### src/rtl/symbol_error_channel_pkg.sv
// Shared definitions for the symbol error channel: mode encodings, burst FSM
// states and default pseudorandom generator constants.
package rs_channel_pkg;

    typedef enum logic [1:0] {
        MODE_BYPASS = 2'd0,
        MODE_RANDOM = 2'd1,
        MODE_BURST  = 2'd2,
        MODE_FIXED  = 2'd3
    } mode_e;

    typedef enum logic [1:0] {
        ST_IDLE  = 2'd0,
        ST_WAIT  = 2'd1,
        ST_BURST = 2'd2,
        ST_DONE  = 2'd3
    } burst_st_e;

    localparam logic [15:0] DEF_LFSR_TAPS = 16'hB400;
    localparam logic [15:0] DEF_LFSR_SEED = 16'hACE1;

endpackage

### src/rtl/symbol_error_channel_if.sv
// Valid-qualified symbol stream through the error channel: symbols in, possibly
// corrupted symbols out with error and start-of-codeword flags.
interface symbol_error_channel_if #(
    parameter int SYM_W = 8
);
    logic             in_valid;
    logic [SYM_W-1:0] in_data;
    logic             out_valid;
    logic [SYM_W-1:0] out_data;
    logic             out_err;
    logic             out_sop;

    modport master (
        output in_valid, in_data,
        input  out_valid, out_data, out_err, out_sop
    );

    modport slave (
        input  in_valid, in_data,
        output out_valid, out_data, out_err, out_sop
    );
endinterface

### src/rtl/symbol_error_channel_lfsr.sv
// Galois-form LFSR that steps once per enabled cycle; reusable for any
// test-pattern block needing a cheap pseudorandom source.
module lfsr_gen
    import rs_channel_pkg::*;
#(
    parameter int           W    = 16,
    parameter logic [W-1:0] TAPS = W'(DEF_LFSR_TAPS),
    parameter logic [W-1:0] SEED = W'(DEF_LFSR_SEED)
) (
    input  logic         clk_in,
    input  logic         rst_n,
    input  logic         en,
    output logic [W-1:0] state
);

    always_ff @(posedge clk_in) begin
        if (!rst_n) begin
            state <= SEED;
        end else if (en) begin
            state <= state[0] ? ((state >> 1) ^ TAPS) : (state >> 1);
        end
    end

endmodule

### src/rtl/symbol_error_channel.sv
// Symbol error injector between RS encoder and decoder: tracks codeword
// position, applies bypass/random/burst/fixed corruption under a per-block cap.
//
// Burst FSM:
//   state    | meaning
//   ST_IDLE  | not in burst mode
//   ST_WAIT  | start drawn for this codeword, waiting for position == start
//   ST_BURST | corrupting consecutive symbols, rem_q left to go
//   ST_DONE  | burst finished or capped; idle until next position 0
module symbol_error_channel
    import rs_channel_pkg::*;
#(
    parameter int                SYM_W     = 8,
    parameter int                BLOCK_LEN = 255,
    parameter int                LFSR_W    = 16,
    parameter logic [LFSR_W-1:0] LFSR_TAPS = LFSR_W'(DEF_LFSR_TAPS),
    parameter logic [LFSR_W-1:0] LFSR_SEED = LFSR_W'(DEF_LFSR_SEED),
    parameter int                CNT_W     = 8
) (
    input  logic                 clk_in,
    input  logic                 rst_n,
    input  logic [1:0]           mode,
    input  logic [LFSR_W-1:0]    threshold,
    input  logic [CNT_W-1:0]     max_errs,
    input  logic [CNT_W-1:0]     burst_len,
    symbol_error_channel_if.slave ch,
    output logic [CNT_W-1:0]     blk_errs,
    output logic [31:0]          total_errs,
    output logic                 clk_out
);

    localparam int POS_W = (BLOCK_LEN > 1) ? $clog2(BLOCK_LEN) : 1;
    localparam logic [POS_W-1:0] POS_LAST = POS_W'(BLOCK_LEN - 1);

    logic [LFSR_W-1:0] lfsr;
    logic [POS_W-1:0]  pos_q;
    mode_e             mode_q;
    logic [LFSR_W-1:0] thr_q;
    logic [CNT_W-1:0]  max_q;
    logic [CNT_W-1:0]  blen_q;

    burst_st_e         state_q, state_d, st_sel;
    logic [POS_W-1:0]  start_q, start_d, start_now, start_sel;
    logic [CNT_W-1:0]  rem_q, rem_d, rem_sel;

    logic              sop_in;
    mode_e             mode_eff;
    logic [LFSR_W-1:0] thr_eff;
    logic [CNT_W-1:0]  max_eff;
    logic [CNT_W-1:0]  blen_eff;
    logic [CNT_W-1:0]  cnt_cur;
    logic              cap_ok;
    logic              burst_hit;
    logic              inject;
    logic [SYM_W-1:0]  err_val;

    assign clk_out = clk_in;

    lfsr_gen #(
        .W    (LFSR_W),
        .TAPS (LFSR_TAPS),
        .SEED (LFSR_SEED)
    ) u_lfsr (
        .clk_in (clk_in),
        .rst_n  (rst_n),
        .en     (ch.in_valid),
        .state  (lfsr)
    );

    // The position-0 symbol already sees the freshly presented configuration.
    always_comb begin
        sop_in    = (pos_q == '0);
        mode_eff  = sop_in ? mode_e'(mode) : mode_q;
        thr_eff   = sop_in ? threshold : thr_q;
        max_eff   = sop_in ? max_errs  : max_q;
        blen_eff  = sop_in ? burst_len : blen_q;
        cnt_cur   = sop_in ? '0 : blk_errs;
        cap_ok    = (cnt_cur < max_eff);
        start_now = POS_W'(32'(lfsr[7:0]) % BLOCK_LEN);
        err_val   = (lfsr[SYM_W-1:0] == '0) ? SYM_W'(1) : lfsr[SYM_W-1:0];
    end

    always_comb begin
        state_d   = state_q;
        start_d   = start_q;
        rem_d     = rem_q;
        burst_hit = 1'b0;
        start_sel = sop_in ? start_now : start_q;
        rem_sel   = sop_in ? blen_eff  : rem_q;
        st_sel    = sop_in ? ST_WAIT   : state_q;
        if (ch.in_valid) begin
            if (mode_eff != MODE_BURST) begin
                state_d = ST_IDLE;
            end else begin
                if (sop_in) begin
                    state_d = ST_WAIT;
                    start_d = start_now;
                    rem_d   = blen_eff;
                end
                case (st_sel)
                    ST_WAIT: begin
                        if (pos_q == start_sel) begin
                            if (rem_sel != '0 && cap_ok) begin
                                burst_hit = 1'b1;
                                rem_d     = rem_sel - CNT_W'(1);
                                state_d   = (rem_sel == CNT_W'(1)) ? ST_DONE : ST_BURST;
                            end else begin
                                state_d = ST_DONE;
                            end
                        end
                    end
                    ST_BURST: begin
                        if (rem_sel != '0 && cap_ok) begin
                            burst_hit = 1'b1;
                            rem_d     = rem_sel - CNT_W'(1);
                            state_d   = (rem_sel == CNT_W'(1)) ? ST_DONE : ST_BURST;
                        end else begin
                            state_d = ST_DONE;
                        end
                    end
                    default: ;
                endcase
            end
        end
    end

    always_comb begin
        inject = 1'b0;
        case (mode_eff)
            MODE_RANDOM: inject = ch.in_valid && cap_ok && (lfsr < thr_eff);
            MODE_BURST:  inject = burst_hit;
            MODE_FIXED:  inject = ch.in_valid && cap_ok && (32'(pos_q) < 32'(max_eff));
            default:     inject = 1'b0;
        endcase
    end

    always_ff @(posedge clk_in) begin
        if (!rst_n) begin
            state_q <= ST_IDLE;
            start_q <= '0;
            rem_q   <= '0;
        end else begin
            state_q <= state_d;
            start_q <= start_d;
            rem_q   <= rem_d;
        end
    end

    always_ff @(posedge clk_in) begin
        if (!rst_n) begin
            ch.out_valid <= 1'b0;
            ch.out_data  <= '0;
            ch.out_err   <= 1'b0;
            ch.out_sop   <= 1'b0;
            blk_errs     <= '0;
            total_errs   <= '0;
            pos_q        <= '0;
            mode_q       <= MODE_BYPASS;
            thr_q        <= '0;
            max_q        <= '0;
            blen_q       <= '0;
        end else begin
            ch.out_valid <= ch.in_valid;
            ch.out_data  <= ch.in_data ^ (inject ? err_val : '0);
            ch.out_err   <= inject;
            ch.out_sop   <= ch.in_valid && sop_in;
            if (ch.in_valid) begin
                pos_q <= (pos_q == POS_LAST) ? '0 : pos_q + POS_W'(1);
                if (sop_in) begin
                    mode_q   <= mode_eff;
                    thr_q    <= threshold;
                    max_q    <= max_errs;
                    blen_q   <= burst_len;
                    blk_errs <= inject ? CNT_W'(1) : '0;
                end else if (inject) begin
                    blk_errs <= blk_errs + CNT_W'(1);
                end
                if (inject && total_errs != 32'hFFFF_FFFF) begin
                    total_errs <= total_errs + 32'd1;
                end
            end
        end
    end

endmodule

### src/flat_wrapper.sv
// flat-port wrapper written by rule: the top's interface ports become plain ports
module symbol_error_channel_flat import rs_channel_pkg::*;
#(
    parameter int                SYM_W     = 8,
    parameter int                BLOCK_LEN = 255,
    parameter int                LFSR_W    = 16,
    parameter logic [LFSR_W-1:0] LFSR_TAPS = LFSR_W'(DEF_LFSR_TAPS),
    parameter logic [LFSR_W-1:0] LFSR_SEED = LFSR_W'(DEF_LFSR_SEED),
    parameter int                CNT_W     = 8
)
  (clk_in, rst_n, mode, threshold, max_errs, burst_len, blk_errs, total_errs, clk_out, ch_in_valid, ch_in_data, ch_out_valid, ch_out_data, ch_out_err, ch_out_sop);
  symbol_error_channel_if #(.SYM_W(SYM_W)) ch_i ();
  input  logic clk_in;
  input  logic rst_n;
  input  logic [1:0] mode;
  input  logic [LFSR_W-1:0] threshold;
  input  logic [CNT_W-1:0] max_errs;
  input  logic [CNT_W-1:0] burst_len;
  output logic [CNT_W-1:0] blk_errs;
  output logic [31:0] total_errs;
  output logic clk_out;
  input wire logic [$bits(ch_i.in_valid)-1:0] ch_in_valid;
  input wire logic [$bits(ch_i.in_data)-1:0] ch_in_data;
  output wire logic [$bits(ch_i.out_valid)-1:0] ch_out_valid;
  output wire logic [$bits(ch_i.out_data)-1:0] ch_out_data;
  output wire logic [$bits(ch_i.out_err)-1:0] ch_out_err;
  output wire logic [$bits(ch_i.out_sop)-1:0] ch_out_sop;
  assign ch_i.in_valid = ch_in_valid;
  assign ch_i.in_data = ch_in_data;
  assign ch_out_valid = ch_i.out_valid;
  assign ch_out_data = ch_i.out_data;
  assign ch_out_err = ch_i.out_err;
  assign ch_out_sop = ch_i.out_sop;
  symbol_error_channel #(.SYM_W(SYM_W), .BLOCK_LEN(BLOCK_LEN), .LFSR_W(LFSR_W), .LFSR_TAPS(LFSR_TAPS), .LFSR_SEED(LFSR_SEED), .CNT_W(CNT_W)) u_core (.clk_in(clk_in), .rst_n(rst_n), .mode(mode), .threshold(threshold), .max_errs(max_errs), .burst_len(burst_len), .ch(ch_i), .blk_errs(blk_errs), .total_errs(total_errs), .clk_out(clk_out));
endmodule
### config.mk
export PLATFORM = sky130hd
export DESIGN_NAME = symbol_error_channel_flat
export DESIGN_NICKNAME = d
export VERILOG_FILES = /design/src/rtl/symbol_error_channel_pkg.sv /design/src/rtl/symbol_error_channel_if.sv /design/src/rtl/symbol_error_channel_lfsr.sv /design/src/rtl/symbol_error_channel.sv /design/src/flat_wrapper.sv
export SDC_FILE = /design/constraint.sdc
export NUM_CORES = 1
export LEC_CHECK = 0
export CORE_MARGIN = 2
export CORE_UTILIZATION = 30
export DETAILED_ROUTE_END_ITERATION = 10
export DONT_BUFFER_PORTS = 1
export HOLD_SLACK_MARGIN = 0.1
export SLEW_MARGIN = 5
export SYNTH_ARGS = -nofsm -noshare
export SYNTH_HDL_FRONTEND = slang
export SYNTH_HIERARCHICAL = 1
export SYNTH_SLANG_ARGS = --single-unit
### constraint.sdc
create_clock -name clk_in -period 7.1 [get_ports clk_in]
set_clock_uncertainty 0.1 [all_clocks]
set_input_delay 0.355 -clock clk_in [delete_from_list [all_inputs] [get_ports clk_in]]
set_output_delay 0.355 -clock clk_in [all_outputs]
set_load 0.02 [all_outputs]
Word level (Yosys, flattened, before mapping)
Cells that the tools add are included.
- logic and storage cells: 77
- register bits after elaboration: 119
- order comparisons: 3
- add/sub/neg operators: 4
- div/mod/pow operators: 1
- equal/unequal tests: 10
- muxes and demuxes: 28
- reductions and logical operators: 14
- bitwise gates (word level): 3
- operators with widths (cell ; count):
    $mux W8 ; 11
    $add A32 B1 Y32 const B ; 1
    $mod A8 B8 Y32 const B ; 1
    $mux W16 ; 2
    $ne A32 B32 Y1 const B ; 1
    $add A8 B1 Y8 const B ; 2
    $logic_not A8 Y1 ; 2
    $lt A16 B16 Y1 ; 1
    $lt A8 B8 Y1 ; 2
    $pmux W8 S2 ; 1
    $mux W2 ; 5
    $eq A8 B1 Y1 const B ; 1
    $eq A8 B8 Y1 ; 1
    $eq A8 B8 Y1 const B ; 1
    $reduce_and A2 Y1 ; 4
    $reduce_bool A8 Y1 ; 1
    $sub A8 B1 Y8 const B ; 1
    $xor A8 B8 Y8 ; 1
    $eq A2 B2 Y1 const B ; 3
    $logic_and A1 B1 Y1 ; 6
    $mux W1 ; 6
    $eq A2 B1 Y1 const B ; 2
    $not A3 Y4 ; 1
    $pmux W2 S2 ; 1
    other kinds (5) ; 5

Depth between registers and ports, before layout
Gate-level depths: netlist of run 1.
- depth in word-level cells: 12
- gate-level depth with buffers: 21
- depth with buffers taken out: 15

Hierarchy
The synthesis of run 1 kept the hierarchy.
- by module, submodules not included (module ; area an instance (µm²) ; sequential area each (µm²) ; cells an instance ; times used):
    symbol_error_channel ; 6264.8 ; 2062.0 ; 750 ; 1
    lfsr_gen ; 631.9 ; 320.3 ; 56 ; 1

==> flow_metrics.env, run 1 <==
export IMPL_worst_slew_pin_slew_ns=1.15
export IMPL_yosysUniqueCellTypes=68
export IMPL_irDropWorstVdd_mv=0.126
export IMPL_critPathCaptureType="register"
export IMPL_vias=6391
export IMPL_initial_utilization_pct=30.6
export IMPL_die_w_um=156
export IMPL_cp_arrival_ns=5.60
export IMPL_finalSetupTns_ns=0
export IMPL_min_period_over_period_pct=75.3
export IMPL_drc_errors=0
export IMPL_wl_per_cell_um=18.8
export IMPL_dp_slack_ns=1.87
export IMPL_grt_start_max_net_pins=97
export IMPL_cap_violations=0
export IMPL_track_usage_pct=17.1
export IMPL_cts_tree="built"
export IMPL_fp_coreArea_um2=22600
export IMPL_place_hpwl_mm=13.4
export IMPL_die_area_um2=24200
export IMPL_final_common_cell="dfxtp_1"
export IMPL_port_buffers=0
export IMPL_swShare_pct=28.6
export IMPL_final_max_slew_viol_count=0
export IMPL_holdWs_ns=0.137
export IMPL_regArea_um2=2380
export IMPL_routabilityCongestion=0.838
export IMPL_slew_headroom_pct=23.2
export IMPL_wirelength_mm=20.9
export IMPL_final_nets=899
export IMPL_syn_inst=806
export IMPL_io_pins=97
export IMPL_postRouteAntennaNets=0
export IMPL_grt_pass1_vias=5950
export IMPL_cts_root_buffer="clkbuf_16"
export IMPL_outcome="completed"
export IMPL_syn_num_nets=890
export IMPL_die_h_um=156
export IMPL_finalHoldViolations=0
export IMPL_clkTransAtPathRegs_ns=0.06
export IMPL_layout_common_cells="dfxtp_1 (119), a21oi_1 (82), nand2_1 (50), mux2i_1 (48), nand3_1 (40)"
export IMPL_grt_pass1_wl_mm=32.6
export IMPL_critPathKind="reg2reg"
export IMPL_hp_class="in2reg"
export IMPL_postSynth_topFlopCell="dfxtp_1"
export IMPL_syn_mean_instance_area_um2=8.56
export IMPL_htree_levels=4
export IMPL_max_freq_mhz=187
export IMPL_numCtsBuffers=17
export IMPL_row_count=55
export IMPL_power_density_nw_per_um2=240
export IMPL_antenna_cells=0
export IMPL_p_comb_share_pct=17.0
export IMPL_setup_ws_ns=1.75
export IMPL_synthArstFlopShare_pct=0
export IMPL_p_clk_share_pct=45.1
export IMPL_fin_crit_ns=5.35
export IMPL_leakage_nw=3.04
export IMPL_antenna_found_initial=0
export IMPL_drt_iter0_drc=576
export IMPL_dr_pass1_iters=5
export IMPL_placed_area_um2=7050
export IMPL_synth_seq_cells=119
export IMPL_clockBufferDepth=2
export IMPL_via_per_inst=5.75
export IMPL_setup_viol=0
export IMPL_synth_edf_count=0
export IMPL_cts_sinks=119
export IMPL_drive_gt1_share_pct=6.65
export IMPL_p_int_w=0.00138
export IMPL_rsz0062_at_grt="no"
export IMPL_multi_input_area_um2=4160
export IMPL_syn2layout_area_growth_pct=16.8
export IMPL_syn_area_um2=6900
export IMPL_power_switching_w=0.000554
export IMPL_cp_required_ns=7.35
export IMPL_pwr_share_seq_pct=37.9
export IMPL_design_area_um2=8060
export IMPL_ys_warn_count=6
export IMPL_final_util_pct=35.7
export IMPL_ys_seq_area_share_pct=34.5
export IMPL_crit_fanout=96
export IMPL_num_fill_cells=2314
export IMPL_clock_latency_ns=0.42
export IMPL_start_kind="register"
export IMPL_grt_overflow_total=0
==> worst paths after layout <==
check / startpoint / endpoint / slack (ns) / cells after the start
worst min-delay path: rst_n / u_core/blk_errs[2] / 0.14 / 3
worst min register to register: u_core/rem_q[0] / u_core/rem_q[0] / 0.35 / 2
worst max-delay path: u_core/pos_q[0] / u_core/total_errs[6] / 1.75 / 15
worst max register to register: u_core/pos_q[0] / u_core/total_errs[6] / 1.75 / 15
==> cells in the mapped netlist (4+ instances only) <==
cell type | n | area (um^2)
or4_1 | 29 | 218
dfxtp_1 | 119 | 2380
nor3_1 | 11 | 55.1
clkbuf_1 | 37 | 139
nand2_1 | 50 | 188
nor2_1 | 28 | 105
o211ai_1 | 6 | 45.0
xnor2_1 | 9 | 78.8
o21ai_0 | 37 | 185
nand4_1 | 19 | 119
a31oi_1 | 6 | 37.5
mux2i_1 | 48 | 480
nor3b_1 | 5 | 37.5
buf_2 | 9 | 45.0
inv_1 | 27 | 101
a211o_1 | 4 | 35.0
a21o_1 | 7 | 52.6
ha_1 | 39 | 488
and4_1 | 6 | 52.6
nand3_1 | 40 | 200
and3_1 | 13 | 81.3
a22o_1 | 19 | 166
and2_1 | 10 | 62.6
or3_1 | 18 | 113
nor2b_1 | 10 | 62.6
nand2b_1 | 10 | 62.6
a211oi_1 | 10 | 75.1
o41ai_1 | 5 | 43.8
a21oi_1 | 83 | 415
o31ai_1 | 26 | 195
==> cells by family after synthesis <==
logic type / count (synthesis) / share of synthesized area (%)
muxes: 51 / 7.46
AOI/OAI and AO/OA: 235 / 22.3
xor gates and xnor gates: 12 / 1.52
and+or+nand+nor: 266 / 21.7
adders and majority gates: 39 / 7.08
DFF: 119 / 34.5
buffers and inverters: 84 / 5.37
==> critical path, cell delays in order, from the launching register on <==
cell and delay [ns]:
dfxtp_1 0.40, inv_1 0.15, ha_1 0.17, nor3b_1 0.65
nand2_1 0.72, and2_1 0.41, ha_1 0.31, a41oi_1 0.20
o21ai_0 0.10, a21oi_1 0.19, o221ai_1 0.19, nor2_2 0.38
a31oi_4 0.12, buf_4 0.38, or4_1 0.60, a21oi_1 0.15
==> per-stage QoR <==
step                power (W)  instances
floorplan            0.000996        806
global placement      0.00104       1041
detailed placement    0.00104       1041
CTS                   0.00195       1112
global route          0.00202       1112
finish                0.00193       1112
==> routing by layer <==
| layer | track usage, % | up-vias | share of wire, % |
|---|---|---|---|
| li1 | - | 3064 | - |
| met1 | 22.7 | 3110 | 46 |
| met4 | 6.38 | 0 | 1.6 |
| met2 | 25.8 | 188 | 44 |
| met5 | 0 | - | 0 |
| met3 | 5.72 | 29 | 8.4 |
==> timing repair <==
action,CTS,global route
hold buffers,40,0
hold endpoints to repair,67,0
setup buffers,0,0
gates resized for setup,0,0
==> state kept, by name (all words and copies together), names as in the netlist <==
signal and flops:
u_core/state_q 2, u_core/ch.out_valid 1, u_core/thr_q 16, u_core/ch.out_err 1, u_core/pos_q 8, u_core/mode_q 2, u_core/total_errs 32, u_core/max_q 8
u_core/rem_q 8, u_core/u_lfsr/state 16, u_core/ch.out_sop 1, u_core/blk_errs 8, u_core/ch.out_data 8, u_core/start_q 8
==> power groups by stage <==
stage / combinational (W) / sequential [W] / clock [W]
2_1_floorplan: 0.000243 / 0.000736 / 0.0000165
3_3_place_gp: 0.000293 / 0.000746 / 0
3_5_place_dp: 0.000296 / 0.000746 / 0
4_1_cts: 0.000326 / 0.000732 / 0.000888
5_1_grt: 0.000362 / 0.000736 / 0.000923
6_report: 0.000330 / 0.000733 / 0.000873
==> cell type report <==
cell class / count / share of cell area, %
multi-input cells: 603 / 51.7
inverters: 28 / 1.30
well taps: 285 / 4.43
clock inverters: 7 / 1.16
flip-flops and latches: 119 / 29.6
clock buffers: 24 / 6.10
repair buffers: 46 / 5.78
No activity file was read; power rests on OpenSTA's default activity.
==> run 2, diff against run 1 <==
Settings changed: ABC_AREA set to 1.
Clock period 7.1 ns to 4.9 ns, I/O delays scaled along.
==> run 2 against run 1 <==
Total power rose by 50%. Sequential share of layout area fell by 2.2 points. Synthesized cell count rose by 40%. Register-to-register slack got worse by 0.92 ns. Area after synthesis rose by 8.5%. Count of clock-buffer cells in the layout fell by 2. Global-route usage fell by 0.70 points. Worst setup slack got worse by 0.92 ns. Combinational power rose by 51%. Non-clock buffer count rose by 1.
==> flow_metrics.env, run 2 <==
export IMPL_outcome="completed"
export IMPL_ys_seq_area_share_pct=31.8
export IMPL_stdcell_count=1486
export IMPL_cp_num_buf_inv=3
export IMPL_via_per_inst=4.87
export IMPL_die_h_um=162
export IMPL_reg_largest_list="u_core/total_errs x32, u_core/thr_q x16, u_core/u_lfsr/state x16"
export IMPL_fp_coreArea_um2=24400
export IMPL_hold_depth=0
export IMPL_layout_common_cells="nand2_1 (292), dfxtp_1 (119), nor2_1 (118), inv_1 (117), nand3_1 (97)"
export IMPL_slew_headroom_pct=29.4
export IMPL_ys_warn_count=6
export IMPL_grt_start_max_net_pins=55
export IMPL_postSynth_topFlopCell="dfxtp_1"
export IMPL_max_freq_mhz=246
export IMPL_regToRegSetupSlack_ns=0.83
export IMPL_wirelength_mm=21.1
export IMPL_routabilityCongestion=0.878
export IMPL_drive_gt1_share_pct=7.06
export IMPL_cts_sinks=119
export IMPL_r2r_start="u_core/pos_q[0]"
export IMPL_dpl_cell_count=1414
export IMPL_final_util_pct=35.6
export IMPL_final_common_cell="nand2_1"
export IMPL_grt_pass1_wl_mm=34.7
export IMPL_cts_root_buffer="clkbuf_16"
export IMPL_regMostFlops="u_core/total_errs"
export IMPL_setup_viol=0
export IMPL_hp_class="clk2out"
export IMPL_io_pins=97
export IMPL_die_w_um=162
export IMPL_cts_hold_buf=40
export IMPL_synthArstFlopShare_pct=0
export IMPL_yosysTopAreaCellShare_pct=31.8
export IMPL_synth_top_cells_by_area="dfxtp_1 (32%), nand2_1 (15%), ha_1 (6.5%)"
export IMPL_whs_endpoint="clk_out"
export IMPL_die_area_um2=26200
export IMPL_rr_endpoint="u_core/total_errs[7]"
export IMPL_grt_pass1_vias=6776
export IMPL_track_usage_pct=16.4
export IMPL_clock_latency_ns=0.42
export IMPL_initial_utilization_pct=30.7
export IMPL_syn2layout_area_growth_pct=16.1
export IMPL_slowest_stage="nand2_2"
export IMPL_htree_levels=4
export IMPL_grt_overflow_total=0
export IMPL_min_period_over_period_pct=83.0
export IMPL_cts_resized_gates=0
export IMPL_cts_tree="built"
export IMPL_postRouteAntennaNets=0
export IMPL_start_kind="register"
export IMPL_synth_seq_cells=119
export IMPL_largest_register_ff_count=32
export IMPL_place_hpwl_mm=15.2
export IMPL_worst_slew_pin_slew_ns=1.06
export IMPL_leakage_nw=3.64
export IMPL_yosysUniqueCellTypes=46
export IMPL_vias=7230
export IMPL_synth_most_common_cell="nand2_1"
export IMPL_critPathKind="reg2reg"
export IMPL_synth_edf_count=0
export IMPL_finalHoldViolations=0
export IMPL_crit_fanout=54
export IMPL_placed_area_um2=7670
export IMPL_antenna_cells=0
export IMPL_final_nets=1233
export IMPL_power_density_nw_per_um2=333
export IMPL_design_area_um2=8690
export IMPL_dr_pass1_iters=5
export IMPL_syn_area_um2=7490
export IMPL_cp_cell_sequence="inv_1 -> ha_1 -> nand3_2 -> nor2_4 -> buf_4 -> nor2_1 -> ha_1 -> a21oi_1 -> nor2_1 -> a211oi_1 -> buf_4 -> nand3_1 -> a21oi_2 -> nand2_2 -> nand2_8 -> nand2_2 -> nand2_1 -> a21oi_1"
export IMPL_cp_arrival_ns=4.24
export IMPL_reg2reg_depth=18
export IMPL_irDropWorstVdd_mv=0.222
export IMPL_synth_top_cells_by_count="nand2_1 (292), dfxtp_1 (119), nor2_1 (118)"
export IMPL_finalSetupTns_ns=0
export IMPL_syn_inst=1125
export IMPL_critPathCaptureType="register"
export IMPL_drc_errors=0
export IMPL_final_max_slew_viol_count=0
export IMPL_slowest_delay_ns=0.43
export IMPL_row_count=57
export IMPL_clockBufferDepth=2
export IMPL_hold_start="clk_in"
export IMPL_syn_mean_instance_area_um2=6.65
export IMPL_rsz0062_at_grt="no"
export IMPL_post_cts_repair_setup_buffers=0
export IMPL_drt_iter0_drc=426
export IMPL_fin_crit_ns=4.07
export IMPL_wl_per_cell_um=14.2
export IMPL_cp_required_ns=5.07
export IMPL_path_delay_family="simple AND/OR/NAND/NOR gates"
export IMPL_antenna_found_initial=0
export IMPL_cp_num_cells=18
export IMPL_port_buffers=0
export IMPL_synth_top_area_cell="dfxtp_1"
export IMPL_cap_violations=0
export IMPL_numCtsBuffers=17
export IMPL_clkTransAtPathRegs_ns=0.05
export IMPL_syn_num_nets=1209
## run 2: worst max path at each step
stage	startpoint	slack [ns]	endpoint
global placement	u_core/pos_q[0]	0.97	u_core/total_errs[14]
finish	u_core/pos_q[0]	0.83	u_core/total_errs[7]
detailed placement	u_core/pos_q[0]	0.85	u_core/total_errs[1]
floorplan	u_core/pos_q[0]	1.30	u_core/total_errs[22]
global route	u_core/pos_q[0]	0.33	u_core/total_errs[3]
CTS	u_core/pos_q[0]	0.85	u_core/total_errs[1]
## run 2: stage by stage
step           power, W  worst slack (ns)  hold slack [ns]
2_1_floorplan   0.00149              1.30            0.258
3_3_place_gp    0.00154             0.973            0.145
3_5_place_dp    0.00155             0.854            0.145
4_1_cts         0.00293             0.850            0.117
5_1_grt         0.00305             0.331            0.146
6_report        0.00290             0.832            0.146
## run 2: kinds of logic after synthesis
logic type / Yosys count / synth area share, %
compound gates: 182 / 13.1
xor+xnor: 33 / 3.86
fa+ha+maj: 39 / 6.52
buf+inv: 164 / 9.88
flops: 119 / 31.8
simple gates: 588 / 34.8
## run 2: final cells by class
cell class              instances  area [um^2]
inverters                     122          463
well taps                     324          405
clock buffers                  22          464
repair buffers                 47          463
multi-input cells             842         4360
fillers                      2634        15700
clock inverters                10          150
flip-flops and latches        119         2380
## run 2: report_power, final
group          switching, W  internal [W]  total [W]  leakage [nW]
logic              0.000329      0.000169   0.000498          2.36
clock network      0.000452      0.000872    0.00132         0.307
registers         0.0000584       0.00102    0.00108         0.972
total              0.000839       0.00206    0.00290          3.64
## run 2: worst reg2reg max path, delay by kind of cell (launching register included)
kind,cells,cell delay (ns)
compound gates,4,0.51
fa+ha+maj,2,0.52
buf+inv,3,0.74
flops,1,0.34
simple gates,9,1.72
## run 2: layer usage
layer / up-vias / wire, um / global-route usage, %
met5: - / 0 / 0
met4: 0 / 314 / 5.27
met3: 20 / 1070 / 3.93
met2: 170 / 9620 / 26.5
met1: 3317 / 10100 / 21.6
li1: 3723 / - / -
==> run 3, diff against run 2 <==
Clock period 4.9 ns to 4 ns, I/O delays scaled along.
==> run 3 against run 2 <==
Wire length is 2.0% higher. Via count shrank 0.25%. Largest power group unchanged. Final cell count up 0.74%. Core utilization up 0.62 points. Flip-flop and latch count stayed put. Critical path depth rose by 1. Non-clock buffer count up 11. Largest cell class unchanged.
==> flow_metrics.env, run 3 (same netlist as run 2, synthesis figures left out) <==
export IMPL_drive_gt1_share_pct=7.93
export IMPL_antenna_found_initial=0
export IMPL_track_usage_pct=16.6
export IMPL_layout_common_cells="nand2_1 (292), dfxtp_1 (119), nor2_1 (118), inv_1 (117), nand3_1 (97)"
export IMPL_die_w_um=162
export IMPL_die_area_um2=26200
export IMPL_drt_iter0_drc=521
export IMPL_regArea_um2=2380
export IMPL_syn2layout_area_growth_pct=18.1
export IMPL_rsz0062_at_grt="no"
export IMPL_irDropWorstVdd_mv=0.233
export IMPL_clockBufferDepth=2
export IMPL_cp_required_ns=4.21
export IMPL_design_area_um2=8840
export IMPL_worst_slew_pin_slew_ns=1.02
export IMPL_cts_sinks=119
export IMPL_initial_utilization_pct=30.7
export IMPL_max_freq_mhz=281
export IMPL_dpl_cell_count=1424
export IMPL_cts_root_buffer="clkbuf_16"
export IMPL_p_int_w=0.00262
export IMPL_hp_class="clk2out"
export IMPL_setup_viol=0
export IMPL_swShare_pct=28.3
export IMPL_die_h_um=162
export IMPL_start_kind="register"
export IMPL_pwr_share_seq_pct=36.0
export IMPL_power_switching_w=0.00103
export IMPL_power_density_nw_per_um2=413
export IMPL_reg_largest_list="u_core/total_errs x32, u_core/thr_q x16, u_core/u_lfsr/state x16"
export IMPL_drc_errors=0
export IMPL_critPathKind="reg2reg"
export IMPL_row_count=57
export IMPL_regMostFlops="u_core/total_errs"
export IMPL_wl_per_cell_um=14.4
export IMPL_final_max_slew_viol_count=0
export IMPL_multi_input_area_um2=4380
export IMPL_slew_headroom_pct=31.6
export IMPL_p_clk_share_pct=46.7
export IMPL_clkTransAtPathRegs_ns=0.06
export IMPL_grt_start_max_net_pins=48
export IMPL_clock_latency_ns=0.42
export IMPL_postRouteAntennaNets=0
export IMPL_io_pins=97
export IMPL_dr_pass1_iters=5
export IMPL_grt_overflow_total=0
export IMPL_num_fill_cells=2609
export IMPL_wirelength_mm=21.5
export IMPL_p_comb_share_pct=17.3
export IMPL_outcome="completed"
export IMPL_numCtsBuffers=17
export IMPL_vias=7212
export IMPL_final_nets=1244
export IMPL_via_per_inst=4.82
export IMPL_grt_pass1_wl_mm=35.1
export IMPL_antenna_cells=0
export IMPL_crit_fanout=40
export IMPL_largest_register_ff_count=32
export IMPL_finalSetupTns_ns=0
export IMPL_critPathCaptureType="register"
export IMPL_stdcell_count=1497
export IMPL_post_cts_repair_setup_buffers=0
export IMPL_finalHoldViolations=0
export IMPL_cp_arrival_ns=3.78
export IMPL_cap_violations=0
export IMPL_final_util_pct=36.3
export IMPL_fin_crit_ns=3.56
export IMPL_routabilityCongestion=0.874
export IMPL_place_hpwl_mm=15.1
export IMPL_final_common_cell="nand2_1"
export IMPL_cts_tree="built"
export IMPL_htree_levels=4
export IMPL_leakage_nw=3.72
export IMPL_fp_coreArea_um2=24400
export IMPL_grt_pass1_vias=6929
export IMPL_port_buffers=0
export IMPL_placed_area_um2=7750
export IMPL_min_period_over_period_pct=89.0
-- run 3: critical path: stages (launching register included) --
cell and delay (ns):
dfxtp_1 0.43, inv_1 0.11, ha_1 0.22, nand3_2 0.10
nor2_4 0.05, buf_12 0.16, o21ai_0 0.31, ha_1 0.32
a21oi_1 0.14, nor2_1 0.06, a211oi_1 0.17, buf_4 0.18
nand3_1 0.10, a21oi_2 0.14, nand2_2 0.17, nand2_8 0.21
buf_6 0.25, nand3_1 0.09, nand2_1 0.08, nor2_1 0.05
-- run 3: per-layer routing --
| metal | vias to the layer above | routed length (um) | share of wire [%] | GRT usage [%] |
|---|---|---|---|---|
| met4 | 0 | 287 | 1.3 | 4.55 |
| li1 | 3761 | - | - | - |
| met3 | 20 | 1240 | 5.8 | 4.06 |
| met5 | - | 0 | 0 | 0 |
| met2 | 172 | 9990 | 46 | 27.7 |
| met1 | 3259 | 9990 | 46 | 21.3 |
-- run 3: repair_timing --
action	4_1_cts	5_1_grt
hold buffers	41	0
resized for setup	0	5
endpoints found under the setup margin	0	39
hold endpoints to repair	74	0
-- run 3: layout make-up --
class	count	area share, %
clock inverters	9	1.92
multi-input cells	842	49.5
flip-flops and latches	119	26.9
clock buffers	23	5.41
inverters	122	5.24
repair buffers	58	6.42
well taps	324	4.58
-- run 3: power by group through the flow --
| stage | Clock, W | Sequential, W | Combinational (W) |
|---|---|---|---|
| after floorplan | 0.0000292 | 0.00132 | 0.000477 |
| after global placement | 0 | 0.00134 | 0.000565 |
| after detailed placement | 0 | 0.00134 | 0.000572 |
| after CTS | 0.00173 | 0.00131 | 0.000623 |
| after global routing | 0.00179 | 0.00132 | 0.000726 |
| final | 0.00171 | 0.00131 | 0.000633 |
-- run 3: through the flow --
| stage | hold WS [ns] | worst slack [ns] | power (W) |
|---|---|---|---|
| global route | 0.101 | 0.0157 | 0.00384 |
| detailed placement | 0.100 | 0.318 | 0.00191 |
| floorplan | 0.213 | 0.396 | 0.00183 |
| CTS | 0.100 | 0.289 | 0.00367 |
| global placement | 0.100 | 0.362 | 0.00190 |
| finish | 0.101 | 0.438 | 0.00365 |
-- run 3: final timing paths --
check	startpoint	endpoint	slack (ns)	cells past startpoint
worst max-delay path	u_core/pos_q[1]	u_core/ch.out_data[2]	0.44	19
worst min-delay path	clk_in	clk_out	0.10	0
worst max register to register	u_core/pos_q[1]	u_core/ch.out_data[2]	0.44	19
worst min register to register	u_core/thr_q[8]	u_core/thr_q[8]	0.35	2
